===== config.mk =====
export PLATFORM = sky130hd
export DESIGN_NAME = pfs_fetch_arb
export DESIGN_NICKNAME = d
export VERILOG_FILES = /design/src/rtl/pfs_fetch_arb.sv
export SDC_FILE = /design/constraint.sdc
export NUM_CORES = 1
export LEC_CHECK = 0
export CORE_UTILIZATION = 30
export CTS_BUF_LIST = sky130_fd_sc_hd__clkbuf_8
export DETAILED_ROUTE_END_ITERATION = 12
export GPL_TIMING_DRIVEN = 0
export HOLD_SLACK_MARGIN = 0.02
export PLACE_DENSITY = 0.59
export SETUP_SLACK_MARGIN = 0.15
export SKIP_CTS_REPAIR_TIMING = 1
export SLEW_MARGIN = 25
export SYNTH_ARGS = -nofsm -noshare
export SYNTH_HDL_FRONTEND = slang
export SYNTH_SLANG_ARGS = --single-unit

===== constraint.sdc =====
create_clock -name clk -period 3 [get_ports clk]
set_input_delay 0.45 -clock clk [delete_from_list [all_inputs] [get_ports clk]]
set_output_delay 0.45 -clock clk [all_outputs]
set_load 0.02 [all_outputs]

===== src/rtl/pfs_fetch_arb.sv =====
// Packet-fetch arbiter: round-robin port pick, UC/MC alternation,
// per-port fetch credits and PFC pause masking, registered grant.
module pfs_fetch_arb #(
  parameter  int N_PORTS = 4,
  parameter  int CREDITS = 8,
  localparam int PW      = $clog2(N_PORTS),
  localparam int CW      = $clog2(CREDITS + 1)
) (
  input  logic               clk,
  input  logic               arst,
  input  logic [N_PORTS-1:0] uc_req_valid,
  input  logic [N_PORTS-1:0] mc_req_valid,
  input  logic [N_PORTS-1:0] pfc_xoff,
  input  logic               crd_ret_valid,
  input  logic [PW-1:0]      crd_ret_port,
  output logic               gnt_valid,
  output logic [PW-1:0]      gnt_port,
  output logic               gnt_mc,
  output logic [N_PORTS-1:0] crd_zero,
  output logic               crd_err
);

  logic [PW-1:0]      r_rr_ptr;
  logic [N_PORTS-1:0] r_pref;
  logic [CW-1:0]      r_crd [N_PORTS];
  logic               r_gnt_valid;
  logic [PW-1:0]      r_gnt_port;
  logic               r_gnt_mc;
  logic [N_PORTS-1:0] r_crd_zero;
  logic               r_crd_err;

  logic [N_PORTS-1:0] w_uc_elig;
  logic [N_PORTS-1:0] w_mc_elig;
  logic [N_PORTS-1:0] w_elig;
  logic               w_found;
  logic [PW-1:0]      w_sel;
  logic               w_sel_mc;
  logic [PW-1:0]      w_rr_nxt;
  logic [N_PORTS-1:0] w_dec;
  logic [N_PORTS-1:0] w_inc;
  logic [N_PORTS-1:0] w_ovf;
  logic [CW-1:0]      w_crd_nxt [N_PORTS];

  function automatic logic [PW-1:0] wrap_add(
    input logic [PW-1:0] base,
    input int unsigned   off
  );
    int unsigned s;
    s = 32'(base) + off;
    if (s >= N_PORTS) s = s - N_PORTS;
    return PW'(s);
  endfunction

  // last cycle's grant masks that (port, class) from winning again
  always_comb begin
    w_uc_elig = '0;
    w_mc_elig = '0;
    w_elig    = '0;
    for (int p = 0; p < N_PORTS; p++) begin
      w_uc_elig[p] = uc_req_valid[p] &
        ~(r_gnt_valid & (r_gnt_port == PW'(p)) & ~r_gnt_mc);
      w_mc_elig[p] = mc_req_valid[p] &
        ~(r_gnt_valid & (r_gnt_port == PW'(p)) & r_gnt_mc);
      w_elig[p] = (w_uc_elig[p] | w_mc_elig[p]) &
        ~pfc_xoff[p] & (r_crd[p] != '0);
    end
  end

  always_comb begin
    w_found = 1'b0;
    w_sel   = '0;
    for (int i = 0; i < N_PORTS; i++) begin
      if (!w_found && w_elig[wrap_add(r_rr_ptr, i)]) begin
        w_found = 1'b1;
        w_sel   = wrap_add(r_rr_ptr, i);
      end
    end
  end

  always_comb begin
    w_sel_mc = 1'b0;
    if (w_uc_elig[w_sel] && w_mc_elig[w_sel])
      w_sel_mc = r_pref[w_sel];
    else
      w_sel_mc = w_mc_elig[w_sel];
  end

  assign w_rr_nxt = (w_sel == PW'(N_PORTS - 1)) ?
                    '0 : w_sel + PW'(1);

  always_comb begin
    w_dec = '0;
    w_inc = '0;
    for (int p = 0; p < N_PORTS; p++) begin
      w_dec[p] = w_found & (w_sel == PW'(p));
      w_inc[p] = crd_ret_valid & (crd_ret_port == PW'(p));
    end
  end

  // simultaneous grant and return cancel out
  always_comb begin
    w_ovf = '0;
    for (int p = 0; p < N_PORTS; p++) begin
      w_crd_nxt[p] = r_crd[p];
      case ({w_dec[p], w_inc[p]})
        2'b10: w_crd_nxt[p] = r_crd[p] - CW'(1);
        2'b01: begin
          if (r_crd[p] == CW'(CREDITS))
            w_ovf[p] = 1'b1;
          else
            w_crd_nxt[p] = r_crd[p] + CW'(1);
        end
        default: w_crd_nxt[p] = r_crd[p];
      endcase
    end
  end

  always_ff @(posedge clk or posedge arst) begin
    if (arst) begin
      r_rr_ptr    <= '0;
      r_pref      <= '0;
      r_gnt_valid <= 1'b0;
      r_gnt_port  <= '0;
      r_gnt_mc    <= 1'b0;
      r_crd_zero  <= '0;
      r_crd_err   <= 1'b0;
      for (int p = 0; p < N_PORTS; p++)
        r_crd[p] <= CW'(CREDITS);
    end else begin
      r_gnt_valid <= w_found;
      if (w_found) begin
        r_gnt_port     <= w_sel;
        r_gnt_mc       <= w_sel_mc;
        r_pref[w_sel]  <= ~w_sel_mc;
        r_rr_ptr       <= w_rr_nxt;
      end
      for (int p = 0; p < N_PORTS; p++) begin
        r_crd[p]      <= w_crd_nxt[p];
        r_crd_zero[p] <= (w_crd_nxt[p] == '0);
      end
      if (|w_ovf)
        r_crd_err <= 1'b1;
    end
  end

  assign gnt_valid = r_gnt_valid;
  assign gnt_port  = r_gnt_port;
  assign gnt_mc    = r_gnt_mc;
  assign crd_zero  = r_crd_zero;
  assign crd_err   = r_crd_err;

endmodule


Word-level counts from Yosys, hierarchy flattened --
Index checks and enable logic that the tools add are counted. W data, S select, Z words.
Cells by class: $add $sub $neg 16, order comparisons 10, equality and inequality tests 21, multiplexer cells 47, bitwise logic cells 54, reduce and logical (&&, ||, !) cells 20
Operators with widths (number):
- $and A1 B1 Y1 | 36
- $pmux W4 S2 | 4
- $mux W1 | 21
- $eq A2 B2 Y1 const B | 10
- $mux W2 | 9
- $add A4 B1 Y4 const B | 4
- $eq A4 B4 Y1 const B | 4
- $logic_not A4 Y1 | 4
- $mux W4 | 4
- $reduce_bool A4 Y1 | 4
- $sub A4 B1 Y4 const B | 4
- $lt A2 B3 Y1 const B | 5
- $bmux W1 S2 | 7
- $eq A2 B1 Y1 const B | 7
- $not A1 Y1 | 14
- $ge A3 B3 Y1 const B | 3
- $sub A2 B1 Y2 const B | 4
- $add A2 B2 Y3 const B | 2
- $logic_not A2 Y1 | 3
- $logic_and A1 B1 Y1 | 5
- $bwmux W4 | 1
- $or A1 B1 Y1 | 4
- $reduce_or A4 Y1 | 1
- $add A2 B1 Y3 const B | 1
- other kinds (5) | 7
Word-level totals: register bits after elaboration 31, input bits 17

Depth between registers and ports, before layout --
Gate-level depths: netlist of the first run.
depth after elaboration 26, mapped depth 17

Least setup slack after synthesis of the first run --
OpenSTA, ideal clock, no wires.
kind register -> register, start reg r_crd[0] (netlist name), end reg r_crd_zero[0], in the netlist crd_zero[0], setup time 0.101 ns, arrival 3.085 ns, data required time 2.899 ns, slack -0.185 ns, stages on the path, launching flop included 16, path buffers 0, clock period less this slack 3.185 ns, cell sequence dfrtp_1 > inv_1 > ha_1 > nor2b_1 > a221oi_2 > a211oi_1 > a211o_1 > or2_4 > ha_1 > nand2_1 > inv_1 > ha_1 > nor2b_1 > a221oi_1 > o21ai_0 > nor4_1
RTL lines:
- start: declaration | line 25 | logic [CW-1:0] r_crd [N_PORTS];
- start signal: indexed assignment | line 128 | r_crd[p] <= CW'(CREDITS);
- start signal: indexed assignment | line 138 | r_crd[p] <= w_crd_nxt[p];
- end signal: indexed assignment | line 139 | r_crd_zero[p] <= (w_crd_nxt[p] == '0);
- end: declaration | line 29 | logic [N_PORTS-1:0] r_crd_zero;

==> out/qor.csv, run 1 <==
stage,metric,value,unit
clock_network,cts.path.max_buffers,2,
drt,ant_nets,0,
clock_network,cts_root_buf,clkbuf_8,
setup_path,end_kind,flop,
power_and_ir_drop,p_clk_share,8.7,%
grt,grt_pass1_vias,1959,
die,fp.dieW,89.51,microns
drt,routed_wl,6788,microns
sta,slew_headroom,55.73,%
sta,slew_viol_final,0,
power_and_ir_drop,power.leakage,1.523,nW
finish,fin_cells,437,
power_and_ir_drop,power.density,1003,nW/um^2
yosys,synth-edff-count,0,
setup_path,worstPathMaxFanout,5,
drt,route.detailed.drc,0,
yosys,ys_async_sr_fraction,100.0,%
drt,wl_per_cell,15.53,microns
power_and_ir_drop,ir_drop,0.0004402,V
setup_path,start_kind,primary input,
yosys,ys_seq_elements,31,
yosys,synth_top_area_cell,dfrtp_1,
sta,fin_crit_sh,107.9,%
yosys,yosysMostFrequentCell,nand2_1,
finish,area_delta_synth_final,59.04,%
sta,finalHoldViolations,0,
setup_path,r2r_start,r_crd[0],
yosys,synth_flop_cell,dfrtp_1,
grt,grtUsageTotal,14.67,%
placed_design,io_buffers,25,
power_and_ir_drop,seq_power_share,21.8,%
power_and_ir_drop,p_comb_share,69.6,%
sta,setup_viol,9,
yosys,ys_warn_count,0,
die,initial_utilization,31.34,%
setup_path,r2r-end,crd_zero[3],
grt,antenna_found_initial,0,
run,cap_viol_max_count,0,
sta,rsz0062_at_grt,yes,
run_status,outcome,"finished, violations left",
yosys,synth_commonest_cells,"35 x nand2_1, 31 x inv_1, 27 x dfrtp_1, 20 x ha_1, 18 x o21ai_0",
run_status,violations,negative setup slack,
sta,tightest_slew,0.6631,ns
die,die_height,89.51,microns
power_and_ir_drop,switching_share,44.43,%
finish,nNetsFinal,374,
setup_path,rr_worst_depth,16,
sta,min_period,3.237,ns
finish,drive_above_1_share,45.86,%
yosys,synth_top_area_share,29.41,%
yosys,synth_fp_nets,301,
clock_network,clk_pin_slew,0.07,ns
drt,drtIter0Drc,59,
setup_path,path_class,in2reg,
yosys,synth_area,2297,sq um
die,core,7331,sq um
min_path,hp-class,reg2reg,
sta,clock_skew,0.01304,ns
placed_design,place_worst_setup_slack,-0.6127,ns
clock_network,cts_sinks,31,
setup_path,crit_start,mc_req_valid[1],
sta,hold_ws,0.4970,ns
clock_network,clk_latency,0.29,ns
setup_path,required,3.19,ns
drt,routed_via_density,5.231,
placed_design,place_congestion,0.8159,
drt,firstDrtPassIters,4,
die,io_pins,26,
placed_design,post-dp-hpwl,4160,microns
power_and_ir_drop,finalPower,3.663,mW
yosys,syn_avg_cell_area,8.702,sq um
finish,num_antenna_cells,0,
yosys,synthTopCellsByArea,"dfrtp_1 29%, ha_1 11%, nand2_1 5.7%",
die,fp-row-count,31,
sta,fmax,308.9,MHz
drt,num_vias,2286,
yosys,ys_seq_area_share,33.99,%
clock_network,cts_inserted_buffers,5,
setup_path,cp-endpoint,crd_zero[1],
yosys,syn-instance-count,264,
power_and_ir_drop,intPower,2.036,mW
grt,grt_overflow,0,
grt,grt_pass1_wl,9135,microns
setup_path,r2r_setup_slack,-0.23,ns
die,die_area,8011,sq um
grt,grt_max_degree,32,
sta,setup_slack,-0.2368,ns
clock_network,cts_tree,built,
yosys,synth_cell_type_count,48,
power_and_ir_drop,switchingPower,1.628,mW
finish,final_core_util,49.84,%
placed_design,dp_cells,388,
clock_network,cts.htree.levels,2,
setup_path,arrival,3.43,ns
==> layout by cell type (no fill, tap or decap), types with 6 or more instances in the layout <==
master,count
dfrtp_1,19
inv_1,22
a21oi_1,9
inv_2,6
buf_4,36
nand2_1,29
o21ai_1,10
clkdlybuf4s50_1,24
dfrtp_2,8
nand3_1,6
a21oi_2,8
ha_4,14
nor2_1,8
==> critical path: stages <==
cell and delay (ns):
clkdlybuf4s50_1 0.45, nor2_1 0.19, a221oi_4 0.11, buf_4 0.16
a32o_2 0.24, a32oi_2 0.21, and2_4 0.21, clkinvlp_4 0.14
ha_4 0.19, nand2_4 0.09, inv_4 0.04, ha_4 0.17
nor2b_2 0.15, a221oi_2 0.24, o21ai_2 0.10, nor4_2 0.27
==> logic make-up (layout without fill, tap and decap cells) <==
logic type	Yosys count	in the layout	synth area share, %
and+or+nand+nor	97	97	22.44
AOI/OAI and AO/OA	71	71	22.39
buffers and inverters	35	109	5.828
xor gates and xnor gates	2	2	0.7627
adders and majority gates	20	20	10.89
DFF	31	31	33.99
muxes	8	8	3.704
==> power by group through the flow <==
stage                     registers, mW  logic, mW  clock network [mW]
after floorplan                   0.799       1.11                   0
after global placement            0.782       1.52                   0
after detailed placement          0.788       1.56                   0
after CTS                         0.780       1.57               0.324
after global routing              0.816       2.78               0.355
final                             0.797       2.55               0.318
==> registers in the layout (all words and copies together) (netlist names) <==
| name | flops |
|---|---|
| r_crd | 16 |
| crd_zero | 4 |
| r_pref | 4 |
| gnt_port | 2 |
| r_rr_ptr | 2 |
| crd_err | 1 |
| gnt_mc | 1 |
| gnt_valid | 1 |
==> cell type report <==
cell class                 count  area, sq um
timing repair buffer          66        576.8
multi-input combinational    198         1907
clock buffer                   5        68.82
fill                         658         3677
buffer                         4        42.54
inverter                      31        127.6
sequential                    31        790.8
clock inverter                 3        16.27
tap                           99        123.9
==> per-layer routing <==
| metal | up-vias | share of wire, % | GRT usage, % |
|---|---|---|---|
| met4 | 0 | 1.5 | 2.597 |
| li1 | 1104 | - | - |
| met3 | 12 | 2.9 | 3.047 |
| met1 | 1129 | 42 | 18.74 |
| met2 | 41 | 53 | 25.75 |
| met5 | - | 0 | 0 |
==> through the flow <==
| stage | setup TNS [ns] | area [sq um] |
|---|---|---|
| 2_1_floorplan | -0.01060 | 2399 |
| 3_3_place_gp | -6.872 | 2773 |
| 3_5_place_dp | -7.349 | 2773 |
| 4_1_cts | -3.522 | 2858 |
| 5_1_grt | -3.552 | 3654 |
| 6_report | -1.145 | 3654 |
==> worst min-delay path by stage <==
| stage | startpoint | to | cells after the start |
|---|---|---|---|
| final | r_pref[3] | r_pref[3] | 1 |
| after global routing | r_pref[3] | r_pref[3] | 1 |
| after CTS | crd_err | crd_err | 2 |
| after detailed placement | crd_err | crd_err | 2 |
| after global placement | crd_err | crd_err | 2 |
| after floorplan | r_pref[3] | r_pref[3] | 1 |
(Power assumes the default switching activity.)
==> run 2: changes to the inputs <==
--- a/config.mk
+++ b/config.mk
@@ -5,12 +5,13 @@
 export SDC_FILE = /design/constraint.sdc
 export NUM_CORES = 1
 export LEC_CHECK = 0
+export ABC_AREA = 1
 export CORE_UTILIZATION = 30
 export CTS_BUF_LIST = sky130_fd_sc_hd__clkbuf_8
 export DETAILED_ROUTE_END_ITERATION = 12
 export GPL_TIMING_DRIVEN = 0
 export HOLD_SLACK_MARGIN = 0.02
-export PLACE_DENSITY = 0.59
+export PLACE_DENSITY = 0.58
 export SETUP_SLACK_MARGIN = 0.15
 export SKIP_CTS_REPAIR_TIMING = 1
 export SLEW_MARGIN = 25
==> run 2 against run 1 <==
Compared with the run above:
- the run now ends clean
- die area up 8.7%
- sequential share of layout area decreased by 0.61 points
- utilization shrank 2.6 points
- clock skew is 0.0056 ns lower
- synthesized area is 8.9% higher
- critical path type is now reg2reg
==> out/qor.csv, run 2 <==
stage,metric,value,unit,change
run_status,outcome,"complete, no violations",,
yosys,yosys.area_share.adder,10.00,%,-0.89 points
sta,fin_crit_sh,97.07,%,-11 points
yosys,syn_avg_cell_area,7.492,sq um,-14%
grt,grt_pass1_vias,2190,,+12%
die,die_area,8710,sq um,+8.7%
setup_path,r2r_start,r_crd[4],,
finish,regMostFlops,r_crd,,
placed_design,io_buffers,25,,unchanged
grt,grt_pass1_wl,9687,microns,+6.0%
clock_network,cts.path.max_buffers,2,,unchanged
yosys,synth_cell_type_count,29,,-40%
yosys,synth_top_family_by_area,simple AND/OR/NAND/NOR gates,,
die,core,7888,sq um,+7.6%
clock_network,cts_root_buf,clkbuf_8,,
yosys,ys_seq_elements,31,,unchanged
clock_network,cts_sinks,31,,unchanged
drt,drtIter0Drc,86,,+46%
yosys,synth_area,2502,sq um,+8.9%
setup_path,arrival,3.07,ns,-0.36 ns
setup_path,path_class,reg2reg,,
clock_network,cts_inserted_buffers,5,,unchanged
min_path,min-delay-start,crd_err,,
yosys,synth_compound_area_share,14.90,%,-7.5 points
finish,area_delta_synth_final,49.05,%,
sta,finalHoldViolations,0,,unchanged
setup_path,crit_start,r_crd[4],,
yosys,synth-edff-count,0,,unchanged
setup_path,end_kind,flop,,
setup_path,required,3.16,ns,-0.03 ns
sta,slew_viol_final,0,,unchanged
yosys,synth_commonest_cells,"70 x nand2_1, 56 x inv_1, 27 x dfrtp_1, 25 x nand3_1, 23 x o21ai_0",,
yosys,synthXorXnorAreaFrac,0,%,-0.76 points
die,fp-row-count,32,,+3.2%
grt,antenna_found_initial,0,,unchanged
yosys,syn-instance-count,334,,+27%
finish,largest_register_ffs,16,,unchanged
sta,clock_skew,0.007396,ns,-0.005645 ns
yosys,synth_flop_cell,dfrtp_1,,
finish,nNetsFinal,437,,+17%
setup_path,worstPathMaxFanout,6,,+1
sta,slew_headroom,56.50,%,+0.77 points
min_path,hp-class,reg2reg,,
sta,fmax,343.4,MHz,+11%
finish,drive_above_1_share,43.64,%,-2.2 points
sta,setup_viol,0,,-9
grt,grt_overflow,0,,unchanged
yosys,synth_top_area_cell,dfrtp_1,,
yosys,synth_fp_nets,371,,+23%
clock_network,cts_tree,built,,
yosys,ys_async_sr_fraction,100.0,%,unchanged
yosys,synth_mux_area_share,0,%,-3.7 points
drt,routed_wl,6466,microns,-4.7%
clock_network,clk_latency,0.28,ns,about the same
sta,rsz0062_at_grt,yes,,
finish,final_cell_mix,"52 x nand2_1, 33 x buf_4, 30 x inv_1",,
die,initial_utilization,31.73,%,+0.39 points
yosys,ys_seq_area_share,31.20,%,-2.8 points
finish,layout_commonest_cell,nand2_1,,
grt,grtUsageTotal,13.99,%,-0.68 points
finish,finalInstanceArea,3730,sq um,+2.1%
yosys,yosys.area_share.simple,33.95,%,+12 points
drt,ant_nets,0,,unchanged
run,cap_viol_max_count,0,,unchanged
yosys,ys_warn_count,0,,unchanged
clock_network,clk_pin_slew,0.06,ns,about the same
yosys,synth_top_area_share,27.00,%,-2.4 points
drt,firstDrtPassIters,5,,+1
sta,min_period,2.912,ns,-0.3246 ns
die,die_height,93.33,microns,+4.3%
drt,route.detailed.drc,0,,unchanged
yosys,synthTopCellsByArea,"dfrtp_1 27%, nand2_1 11%, ha_1 10%",,
placed_design,post-dp-hpwl,4460,microns,+7.2%
setup_path,start_kind,flop,,
sta,tightest_slew,0.6516,ns,-0.01157 ns
grt,grt_max_degree,32,,unchanged
drt,num_vias,2498,,+9.3%
finish,num_antenna_cells,0,,unchanged
clock_network,cts.htree.levels,2,,unchanged
drt,wl_per_cell,12.85,microns,-17%
yosys,yosysMostFrequentCell,nand2_1,,
placed_design,place_area,2880,sq um,+3.9%
drt,routed_via_density,4.966,,-5.1%
placed_design,place_congestion,0.8725,,+6.9%
die,fp.dieW,93.33,microns,+4.3%
die,io_pins,26,,unchanged
run 2: kinds of logic after synthesis:
| family | count (synthesis) |
|---|---|
| and+or+nand+nor | 162 |
| buffers and inverters | 64 |
| AOI/OAI and AO/OA | 57 |
| adders and majority gates | 20 |
| DFF | 31 |
run 2: critical path: stages (launching register included):
cell and delay [ns]:
dfrtp_1 0.40, inv_2 0.08, ha_4 0.18, a31oi_4 0.21, nand3_2 0.13, nand3_2 0.12
nand2_4 0.09, nand2_2 0.09, nand2_4 0.06, nor2_4 0.13, nand2_4 0.09, nand2_8 0.12
ha_2 0.20, nand2_4 0.07, inv_1 0.08, ha_2 0.22, inv_2 0.05, a21oi_1 0.10
o21ai_1 0.09, a31oi_2 0.19, nor4_2 0.08
run 2: final cells by class:
| type | instances | area [sq um] |
|---|---|---|
| Fill cell | 746 | 4158 |
| Multi-Input combinational cell | 239 | 1909 |
| Sequential cell | 31 | 784.5 |
| Timing Repair Buffer | 59 | 513.0 |
| Inverter | 61 | 254.0 |
| Tap cell | 102 | 127.6 |
| Clock buffer | 6 | 82.58 |
| Clock inverter | 2 | 35.03 |
| Buffer | 3 | 23.77 |
run 2: metrics by stage:
step                hold WS [ns]  setup TNS, ns  utilization (%)  worst slack (ns)  cells
floorplan                 0.4494              0                -            0.1767    334
global placement          0.4675         -4.171            36.52           -0.4786    461
detailed placement        0.4640         -4.693            36.52           -0.5242    461
CTS                       0.4916         -2.191            38.01           -0.3991    469
global route              0.5127        -0.3772            47.29           -0.1086    503
finish                    0.4889              0            47.29           0.08778    503
run 2: routing by layer:
metal / track usage [%] / wire length [microns] / vias up / part of all wire [%]
met5: 0 / 0 / - / 0
met4: 4.231 / 91 / 0 / 1.4
met2: 23.28 / 3274 / 46 / 51
met3: 2.358 / 169 / 10 / 2.6
li1: - / - / 1257 / -
met1: 18.49 / 2931 / 1185 / 45
run 2: worst paths after layout:
path	end	slack (ns)	depth (start not counted)
worst max-delay path	crd_zero[1]	0.09	20
worst min-delay path	crd_err	0.49	1
worst max register to register	crd_zero[1]	0.09	20
worst min register to register	crd_err	0.49	1
max in group asynchronous	gnt_port[0]	1.96	2
min in group asynchronous	crd_zero[2]	0.58	2
Power of run 2 is not shown: default switching activity piles up to over one toggle a cycle in this logic, so the estimate is an artifact.
